## src/rtl/inport_vc_buffer_if.sv

```systemverilog
// Handshake bundle for one VC input buffer: upstream write side, output-port call/grant side and status.
// Signal suffixes are from the buffer's point of view (slave modport).
interface inport_vc_buffer_if #(
    parameter int phit_size = 16
);
    logic [phit_size-1:0] in_data_i;
    logic                 in_valid_i;
    logic                 in_new_i;
    logic                 in_tail_i;
    logic                 call_invc_i;
    logic                 ok_i;

    logic [phit_size-1:0] outdata_o;
    logic                 new_o;
    logic                 sent_req_o;
    logic                 route_req_o;
    logic                 full_o;
    logic                 empty_o;
    logic                 credit_out_o;
    logic                 overflow_o;

    modport slave (
        input  in_data_i, in_valid_i, in_new_i, in_tail_i, call_invc_i, ok_i,
        output outdata_o, new_o, sent_req_o, route_req_o, full_o, empty_o,
               credit_out_o, overflow_o
    );

    modport master (
        output in_data_i, in_valid_i, in_new_i, in_tail_i, call_invc_i, ok_i,
        input  outdata_o, new_o, sent_req_o, route_req_o, full_o, empty_o,
               credit_out_o, overflow_o
    );
endinterface

```

## src/rtl/inport_vc_buffer.sv

```systemverilog
// Per-VC input FIFO with packet-boundary FSM, route request and registered pop stage.
// Optional macro INPORT_VC_BUF_BYPASS_EN: empty-FIFO cut-through from in_data to the output register.
//
// state  | meaning
// IDLE   | waiting for a head phit at the FIFO front; non-head fronts are discarded
// REQ    | head at front, route_req raised until ok
// ACTIVE | packet granted, call_invc pops phits until the tail leaves
module inport_vc_buffer #(
    parameter int phit_size               = 16,
    parameter int buf_depth               = 8,
    parameter int log2_buf_depth          = 3,
    parameter int floorplusone_log2_no_vc = 4
) (
    input logic             clk,
    input logic             rst,
    inport_vc_buffer_if.slave bus
);
    localparam int ENTRY_W = phit_size + 2;
    localparam logic [log2_buf_depth:0] FULL_CNT = (log2_buf_depth + 1)'(buf_depth);

    if (buf_depth < 2 || buf_depth != (1 << log2_buf_depth) || floorplusone_log2_no_vc < 1)
    begin : g_bad_params
        $error("inport_vc_buffer: inconsistent depth or VC index parameters");
    end

    typedef enum logic [1:0] {IDLE, REQ, ACTIVE} state_e;

    state_e                    state_q, state_d;
    logic [ENTRY_W-1:0]        mem_q [buf_depth];
    logic [log2_buf_depth-1:0] wr_ptr_q, wr_ptr_d, rd_ptr_q, rd_ptr_d;
    logic [log2_buf_depth:0]   count_q, count_d;
    logic [phit_size-1:0]      outdata_q, outdata_d;
    logic                      new_q, new_d, sent_req_q, sent_req_d;
    logic                      credit_q, credit_d, overflow_q, overflow_d;

    logic               full, empty, pop, discard, bypass, rd_adv, wr_en;
    logic               front_new, front_tail;
    logic [ENTRY_W-1:0] front;

    assign full       = (count_q == FULL_CNT);
    assign empty      = (count_q == '0);
    assign front      = mem_q[rd_ptr_q];
    assign front_new  = front[phit_size];
    assign front_tail = front[phit_size+1];

`ifdef INPORT_VC_BUF_BYPASS_EN
    assign bypass = (state_q == ACTIVE) && empty && bus.in_valid_i && bus.call_invc_i;
`else
    assign bypass = 1'b0;
`endif

    assign pop     = bus.call_invc_i && !empty && (state_q == ACTIVE);
    // A body/tail phit with no preceding head can never be routed; drop it and return its credit.
    assign discard = (state_q == IDLE) && !empty && !front_new;
    assign rd_adv  = pop || discard;
    assign wr_en   = bus.in_valid_i && (!full || rd_adv) && !bypass;

    always_ff @(posedge clk) begin
        if (wr_en) begin
            mem_q[wr_ptr_q] <= {bus.in_tail_i, bus.in_new_i, bus.in_data_i};
        end
    end

    always_comb begin
        state_d    = state_q;
        wr_ptr_d   = wr_ptr_q;
        rd_ptr_d   = rd_ptr_q;
        count_d    = count_q;
        outdata_d  = outdata_q;
        new_d      = 1'b0;
        sent_req_d = 1'b0;
        credit_d   = 1'b0;
        overflow_d = overflow_q;

        if (wr_en)  wr_ptr_d = wr_ptr_q + 1'b1;
        if (rd_adv) rd_ptr_d = rd_ptr_q + 1'b1;
        case ({wr_en, rd_adv})
            2'b10:   count_d = count_q + 1'b1;
            2'b01:   count_d = count_q - 1'b1;
            default: count_d = count_q;
        endcase

        if (bus.in_valid_i && full && !rd_adv) overflow_d = 1'b1;

        if (pop) begin
            outdata_d  = front[phit_size-1:0];
            new_d      = front_new;
            sent_req_d = 1'b1;
            credit_d   = 1'b1;
        end else if (bypass) begin
            outdata_d  = bus.in_data_i;
            new_d      = bus.in_new_i;
            sent_req_d = 1'b1;
            credit_d   = 1'b1;
        end else if (discard) begin
            credit_d   = 1'b1;
        end

        case (state_q)
            IDLE:    if (!empty && front_new) state_d = REQ;
            REQ:     if (bus.ok_i) state_d = ACTIVE;
            ACTIVE:  if ((pop && front_tail) || (bypass && bus.in_tail_i)) state_d = IDLE;
            default: state_d = IDLE;
        endcase
    end

    always_ff @(posedge clk or posedge rst) begin
        if (rst) begin
            state_q    <= IDLE;
            wr_ptr_q   <= '0;
            rd_ptr_q   <= '0;
            count_q    <= '0;
            outdata_q  <= '0;
            new_q      <= 1'b0;
            sent_req_q <= 1'b0;
            credit_q   <= 1'b0;
            overflow_q <= 1'b0;
        end else begin
            state_q    <= state_d;
            wr_ptr_q   <= wr_ptr_d;
            rd_ptr_q   <= rd_ptr_d;
            count_q    <= count_d;
            outdata_q  <= outdata_d;
            new_q      <= new_d;
            sent_req_q <= sent_req_d;
            credit_q   <= credit_d;
            overflow_q <= overflow_d;
        end
    end

    assign bus.outdata_o    = outdata_q;
    assign bus.new_o        = new_q;
    assign bus.sent_req_o   = sent_req_q;
    assign bus.route_req_o  = (state_q == REQ);
    assign bus.full_o       = full;
    assign bus.empty_o      = empty;
    assign bus.credit_out_o = credit_q;
    assign bus.overflow_o   = overflow_q;
endmodule

```

## src/flat_wrapper.sv

```systemverilog
// flat-port wrapper written by rule: the top's interface ports become plain ports
module inport_vc_buffer_flat 
#(
    parameter int phit_size               = 16,
    parameter int buf_depth               = 8,
    parameter int log2_buf_depth          = 3,
    parameter int floorplusone_log2_no_vc = 4
)
  (clk, rst, bus_in_data_i, bus_in_valid_i, bus_in_new_i, bus_in_tail_i, bus_call_invc_i, bus_ok_i, bus_outdata_o, bus_new_o, bus_sent_req_o, bus_route_req_o, bus_full_o, bus_empty_o, bus_credit_out_o, bus_overflow_o);
  inport_vc_buffer_if #(.phit_size(phit_size)) bus_i ();
  input logic clk;
  input logic rst;
  input wire logic [$bits(bus_i.in_data_i)-1:0] bus_in_data_i;
  input wire logic [$bits(bus_i.in_valid_i)-1:0] bus_in_valid_i;
  input wire logic [$bits(bus_i.in_new_i)-1:0] bus_in_new_i;
  input wire logic [$bits(bus_i.in_tail_i)-1:0] bus_in_tail_i;
  input wire logic [$bits(bus_i.call_invc_i)-1:0] bus_call_invc_i;
  input wire logic [$bits(bus_i.ok_i)-1:0] bus_ok_i;
  output wire logic [$bits(bus_i.outdata_o)-1:0] bus_outdata_o;
  output wire logic [$bits(bus_i.new_o)-1:0] bus_new_o;
  output wire logic [$bits(bus_i.sent_req_o)-1:0] bus_sent_req_o;
  output wire logic [$bits(bus_i.route_req_o)-1:0] bus_route_req_o;
  output wire logic [$bits(bus_i.full_o)-1:0] bus_full_o;
  output wire logic [$bits(bus_i.empty_o)-1:0] bus_empty_o;
  output wire logic [$bits(bus_i.credit_out_o)-1:0] bus_credit_out_o;
  output wire logic [$bits(bus_i.overflow_o)-1:0] bus_overflow_o;
  assign bus_i.in_data_i = bus_in_data_i;
  assign bus_i.in_valid_i = bus_in_valid_i;
  assign bus_i.in_new_i = bus_in_new_i;
  assign bus_i.in_tail_i = bus_in_tail_i;
  assign bus_i.call_invc_i = bus_call_invc_i;
  assign bus_i.ok_i = bus_ok_i;
  assign bus_outdata_o = bus_i.outdata_o;
  assign bus_new_o = bus_i.new_o;
  assign bus_sent_req_o = bus_i.sent_req_o;
  assign bus_route_req_o = bus_i.route_req_o;
  assign bus_full_o = bus_i.full_o;
  assign bus_empty_o = bus_i.empty_o;
  assign bus_credit_out_o = bus_i.credit_out_o;
  assign bus_overflow_o = bus_i.overflow_o;
  inport_vc_buffer #(.phit_size(phit_size), .buf_depth(buf_depth), .log2_buf_depth(log2_buf_depth), .floorplusone_log2_no_vc(floorplusone_log2_no_vc)) u_core (.clk(clk), .rst(rst), .bus(bus_i));
endmodule
```

## config.mk

```make
export PLATFORM = sky130hd
export DESIGN_NAME = inport_vc_buffer_flat
export DESIGN_NICKNAME = d
export VERILOG_FILES = /design/src/rtl/inport_vc_buffer_if.sv /design/src/rtl/inport_vc_buffer.sv /design/src/flat_wrapper.sv
export SDC_FILE = /design/constraint.sdc
export NUM_CORES = 1
export LEC_CHECK = 0
export ABC_AREA = 1
export BUFFER_PORTS_ARGS = -buffer_cell sky130_fd_sc_hd__buf_2
export CAP_MARGIN = 20
export CORE_MARGIN = 2
export CORE_UTILIZATION = 37
export CTS_CLUSTER_SIZE = 40
export DETAILED_ROUTE_END_ITERATION = 8
export SYNTH_ARGS = -nofsm -noshare
export SYNTH_HDL_FRONTEND = slang
export SYNTH_SLANG_ARGS = --single-unit
```

## constraint.sdc

```tcl
create_clock -name clk -period 5.81 [get_ports clk]
set_input_delay 0 -clock clk [delete_from_list [all_inputs] [get_ports clk]]
set_output_delay 0 -clock clk [all_outputs]
set_load 0.005 [all_outputs]
```

Word level (Yosys, flattened, before mapping)
Memory sizes are Yosys's and may differ from the RTL's.
Cells that the tools add are included.
- equal/unequal tests: 8
- add/sub/neg operators: 4
- reduce and logical (&&, ||, !) cells: 19
- muxes and demuxes: 11
- operator list (kind ; number):
    1-bit logical AND ; 9
    4-bit one-hot mux with 2 select lines ; 1
    3-bit by 1-bit adder with 3-bit output, second input constant ; 2
    1-bit two-way mux ; 6
    2-bit two-way mux ; 3
    2-bit inequality test, second input constant ; 3
    2-bit one-hot mux with 3 select lines ; 1
    4-bit by 1-bit adder with 4-bit output, second input constant ; 1
    2-bit by 1-bit equality test with 1-bit output, second input constant ; 2
    2-bit equality test, second input constant ; 2
    4-bit equality test, second input constant ; 1
    1-bit zero test ; 4
    4-bit zero test ; 1
    4-bit by 1-bit subtractor with 4-bit output, second input constant ; 1
    3-bit AND reduction ; 1
    2-bit zero test ; 1
    1-bit logical OR ; 2
    2-bit nonzero test ; 1
- memory bits (writable): 144
- flip-flop bits (word level): 32
- word-level logic and storage cells: 52
- memories kept: 1
- input bits: 23
- memories (name ; words ; width ; read ports ; clocked after Yosys merged registers in ; write ports ; RTL line ; text):
    u_core.mem_q ; 8 ; 18 ; 1 ; 0 ; 1 ; inport_vc_buffer.sv:29 ; logic [ENTRY_W-1:0] mem_q [buf_depth];

Longest topological paths before layout
- depth after elaboration: 9
- mapped depth: 18
- gate-level depth less buffers: 18

Worst setup path after synthesis
OpenSTA, ideal clock, no wires.
- kind: flip-flop to flip-flop
- from: register u_core.rd_ptr_q[0]
- to: memory u_core.mem_q[1][0] in the netlist's numbering (enable)
- arrival time: 1.942 ns
- setup slack: 3.475 ns
- cell stages (with the launch flop): 12
- clock period less this slack: 2.335 ns
- setup time: 0.392 ns
- cell sequence: dfrtp_1 -> buf_6 -> nand2_1 -> nand3_1 -> nand3_2 -> nand2_2 -> nand2_4 -> nand3_2 -> nand2_2 -> inv_2 -> nand2_1 -> nor2_1
- cells in the longest elaborated chain, start to end: 8
- ends and longest elaborated chain (what ; RTL line ; text):
    from (decl) ; inport_vc_buffer.sv:30 ; logic [log2_buf_depth-1:0] wr_ptr_q, wr_ptr_d, rd_ptr_q, rd_ptr_d;
    from (signal assigned) ; inport_vc_buffer.sv:121 ; rd_ptr_q <= rd_ptr_d;
    memory 8 x 18 bit ; n/a ;
    1-bit zero test ; inport_vc_buffer.sv:54 ; assign discard = (state_q == IDLE) && !empty && !front_new;
    1-bit logical AND ; inport_vc_buffer.sv:54 ;
    1-bit logical OR ; inport_vc_buffer.sv:55 ; assign rd_adv = pop || discard;
    1-bit logical OR ; inport_vc_buffer.sv:56 ; assign wr_en = bus.in_valid_i && (!full || rd_adv) && !bypass;
    1-bit logical AND ; inport_vc_buffer.sv:56 ;
    1-bit two-way mux ; inport_vc_buffer.sv:59 ; if (wr_en) begin
    1-bit two-way mux (not written as such) ; inport_vc_buffer.sv:60 ; mem_q[wr_ptr_q] <= {bus.in_tail_i, bus.in_new_i, bus.in_data_i};
    to (decl) ; inport_vc_buffer.sv:29 ;
No other way between the ends.

Worst setup path in the final report
- from: register u_core.rd_ptr_q[0]
- to: memory u_core.mem_q[4][13] in the netlist's numbering (enable)
The elaborated chain is that of the path after synthesis.

==> flow_summary.json <==
{
  "outcome": "completed",
  "avgRoutedWirePerCell_um": 18.8,
  "max_freq_mhz": 298,
  "syn-cell-area_mm2": 0.00702,
  "clkTransAtPathRegs_ns": 0.07,
  "maxCapViolations": 0,
  "fin_setup_tns_ns": 0,
  "grt_pass1_wl_um": 25000,
  "syn-num-nets": 569,
  "fin_skew_ns": 0.0108,
  "setup_viol": 0,
  "cp-end-kind": "flop",
  "synth_seq_cells": 176,
  "syn_to_final_growth_pct": 17.6,
  "async_flop_share_pct": 18.2,
  "worstSetupPathType": "flop to flop",
  "avgViaCountPerCell": 5.19,
  "grt.met1_usage_pct": 23.7,
  "critPathMaxStageDelay_ns": 0.77,
  "antenna_found_initial": 0,
  "n_antenna_cell": 0,
  "totalWireLength_um": 16000,
  "yosysWarnings": 0,
  "rows": 50,
  "grt_usage_pct": 16.9,
  "seq_power_share_pct": 43.2,
  "arrival_ns": 3.41,
  "seq_area_frac_synth_pct": 73.0,
  "drtIter0Drc": 491,
  "rsz0062_at_grt": "no",
  "min_period_ns": 3.36,
  "post_cts_resized": 0,
  "ant_nets": 0,
  "firstDrtPassIters": 5,
  "swShare_pct": 35.4,
  "start_kind": "flop",
  "io_buffers": 45,
  "p_int_uw": 2660,
  "finalHoldViolCount": 0,
  "cts_tree": "yes",
  "nNetsFinal": 633,
  "yosys-top-cells-area": "edfxtp_1 62%, dfrtp_1 11%, o21ai_0 4.8%, nor2_1 3.8%, nand2_1 3.7%",
  "holdBufCountCts": 21,
  "ctsHtreeMaxLevel": 4,
  "grt.overflow.total": 0,
  "synth_edf_count": 144,
  "fin_crit_sh_pct": 57.8,
  "fin_util_pct": 44.3,
  "critical_path_required_ns": 5.86,
  "hpwl_um": 10100,
  "netlist_instances": 543,
  "place_congestion": 0.884,
  "slew_headroom_pct": 33.0,
  "synth_cell_types": 32,
  "synth_common_cells": "144 x edfxtp_1, 72 x nor2_1, 69 x nand2_1",
  "die_height_um": 142,
  "clk_path_buf_depth": 2,
  "worst_pin_slew_ns": 1.00,
  "postSynthAreaPerCell_um2": 12.9,
  "critPathMaxFanout": 41,
  "hp-class": "input pin to flop",
  "cts_setup_buffers": 0,
  "p_sw_uw": 1460,
  "yosys.area.top_type": "edfxtp_1",
  "drc_errors": 0,
  "pwr-share-clk_pct": 27.4,
  "cts_made_buffers": 17,
  "root_buffer": "clkbuf_16",
  "synthFlopType": "edfxtp_1",
  "drive_above_1_share_pct": 18.5,
  "dieArea_mm2": 0.0201,
  "start_util_pct": 37.7,
  "met2_usage_pct": 25.5,
  "yosysMostFrequentCell": "edfxtp_1",
  "grt_max_degree": 69,
  "die_x_um": 142,
  "coreArea_mm2": 0.0186,
  "grt_use_met3_pct": 4.02,
  "power.leakage_uw": 0.00306,
  "power_per_cell_area_mw_per_mm2": 498,
  "grt-busiest-layer": "met2",
  "synth_top_area_share_pct": 61.6,
  "clk_latency_ns": 0.43,
  "first_global_vias": 4540,
  "io_pins": 46,
  "comb_power_share_pct": 29.3,
  "crit_chain": "buf_4, nand2_1, nand3_2, nand3_2, nand2_2, nand2_4, nand3_2, nand2_2, or2_4, nor2_2",
  "slowest_stage": "nor2_2",
  "vdd_drop_max_mv": 0.216,
  "vias": 4434,
  "cpMostUsedCell": "nand3_2",
  "fill_cells": 1695,
  "drv_slew": 0,
  "cts.sinks": 176
}
-- kinds of logic (layout without fill, tap and decap cells) --
| kind of cell | Yosys count | count (layout) | synth area share, % |
|---|---|---|---|
| AOI/OAI and AO/OA | 113 | 113 | 9.83 |
| xor gates and xnor gates | 4 | 4 | 0.499 |
| DFF | 176 | 176 | 73.0 |
| buffers and inverters | 59 | 136 | 3.62 |
| and+or+nand+nor | 188 | 188 | 12.5 |
| adders and majority gates | 3 | 3 | 0.535 |
-- critical path, delay by kind of cell (launching register included) --
family                 cells  cell delay (ns)
buffers and inverters      1             0.48
flip-flops                 1             0.72
AND/OR/NAND/NOR            9             1.77
-- area by class of cell --
| type | count | area [µm²] | area share [%] |
|---|---|---|---|
| clock buffer | 18 | 429 | 5.20 |
| clock inverter | 14 | 156 | 1.89 |
| inverter | 30 | 113 | 1.36 |
| multi-input combinational | 308 | 1640 | 19.9 |
| sequential | 176 | 5130 | 62.1 |
| tap | 234 | 293 | 3.55 |
| timing repair buffer | 74 | 495 | 6.00 |
-- power groups by stage --
| stage | Sequential [µW] | Combinational (µW) | Clock (µW) |
|---|---|---|---|
| global route | 1810 | 1370 | 1200 |
| CTS | 1780 | 1220 | 1150 |
| floorplan | 1740 | 883 | 0 |
| global placement | 1800 | 1170 | 0 |
| finish | 1780 | 1210 | 1130 |
| detailed placement | 1810 | 1210 | 0 |
-- layout by cell type, fill, tap and decap left out, types with 3 or more instances in the layout --
cell type        n
dlygate4sd3_1   21
inv_6            4
nand2_2          3
xor2_1           4
o211ai_1         8
o21ai_0         68
buf_2           45
ha_1             3
nand3_1         20
clkinvlp_4       5
edfxtp_1       144
o22ai_1          8
nand2_1         69
o221ai_1        24
nand3_2          5
nor2_2           5
buf_4            8
dfrtp_1         31
inv_2            8
inv_1           22
nor2_1          72
clkbuf_16       17
nand2_4          4
-- path summary, 6_finish.rpt --
path | from | endpoint | slack [ns] | depth (start not counted)
max in group asynchronous | rst | u_core.rd_ptr_q[0]$_DFFE_PP0N_ | 5.22 | 4
worst min-delay path | bus_call_invc_i | u_core.bus.new_o$_DFF_PP0_ | 0.13 | 3
worst min register to register | u_core.bus.outdata_o[5]$_DFFE_PP0P_ | u_core.bus.outdata_o[5]$_DFFE_PP0P_ | 0.48 | 2
worst max register to register | u_core.rd_ptr_q[0]$_DFFE_PP0N_ | u_core.mem_q[4][13]$_DFFE_PP_ | 2.45 | 10
worst max-delay path | u_core.rd_ptr_q[0]$_DFFE_PP0N_ | u_core.mem_q[4][13]$_DFFE_PP_ | 2.45 | 10
min in group asynchronous | rst | u_core.bus.outdata_o[4]$_DFFE_PP0P_ | 0.22 | 4
-- metal layers --
metal	vias to the layer above	part of all wire, %	routed length, µm
met5	-	0	0
met4	0	1.9	303
met3	26	4.6	731
met2	113	46	7350
met1	2207	48	7650
li1	2088	-	-
-- sequential cells by signal (all words and copies together) (netlist names), 2 cells and up --
| name | cells |
|---|---|
| u_core.bus.outdata_o | 16 |
| u_core.count_q | 4 |
| u_core.mem_q | 144 |
| u_core.rd_ptr_q | 3 |
| u_core.state_q | 2 |
| u_core.wr_ptr_q | 3 |
-- through the flow --
step / setup slack [ns] / hold WS (ns) / cell area (µm²) / power [µW] / cells
floorplan: 3.48 / 0.0989 / 7020 / 2630 / 543
global placement: 2.56 / 0.140 / 7460 / 2970 / 801
detailed placement: 2.42 / 0.148 / 7460 / 3010 / 801
CTS: 2.39 / 0.129 / 8260 / 4150 / 854
global route: 2.19 / 0.147 / 8260 / 4380 / 854
finish: 2.45 / 0.127 / 8260 / 4110 / 854
Power figures use the tool's default switching activity.
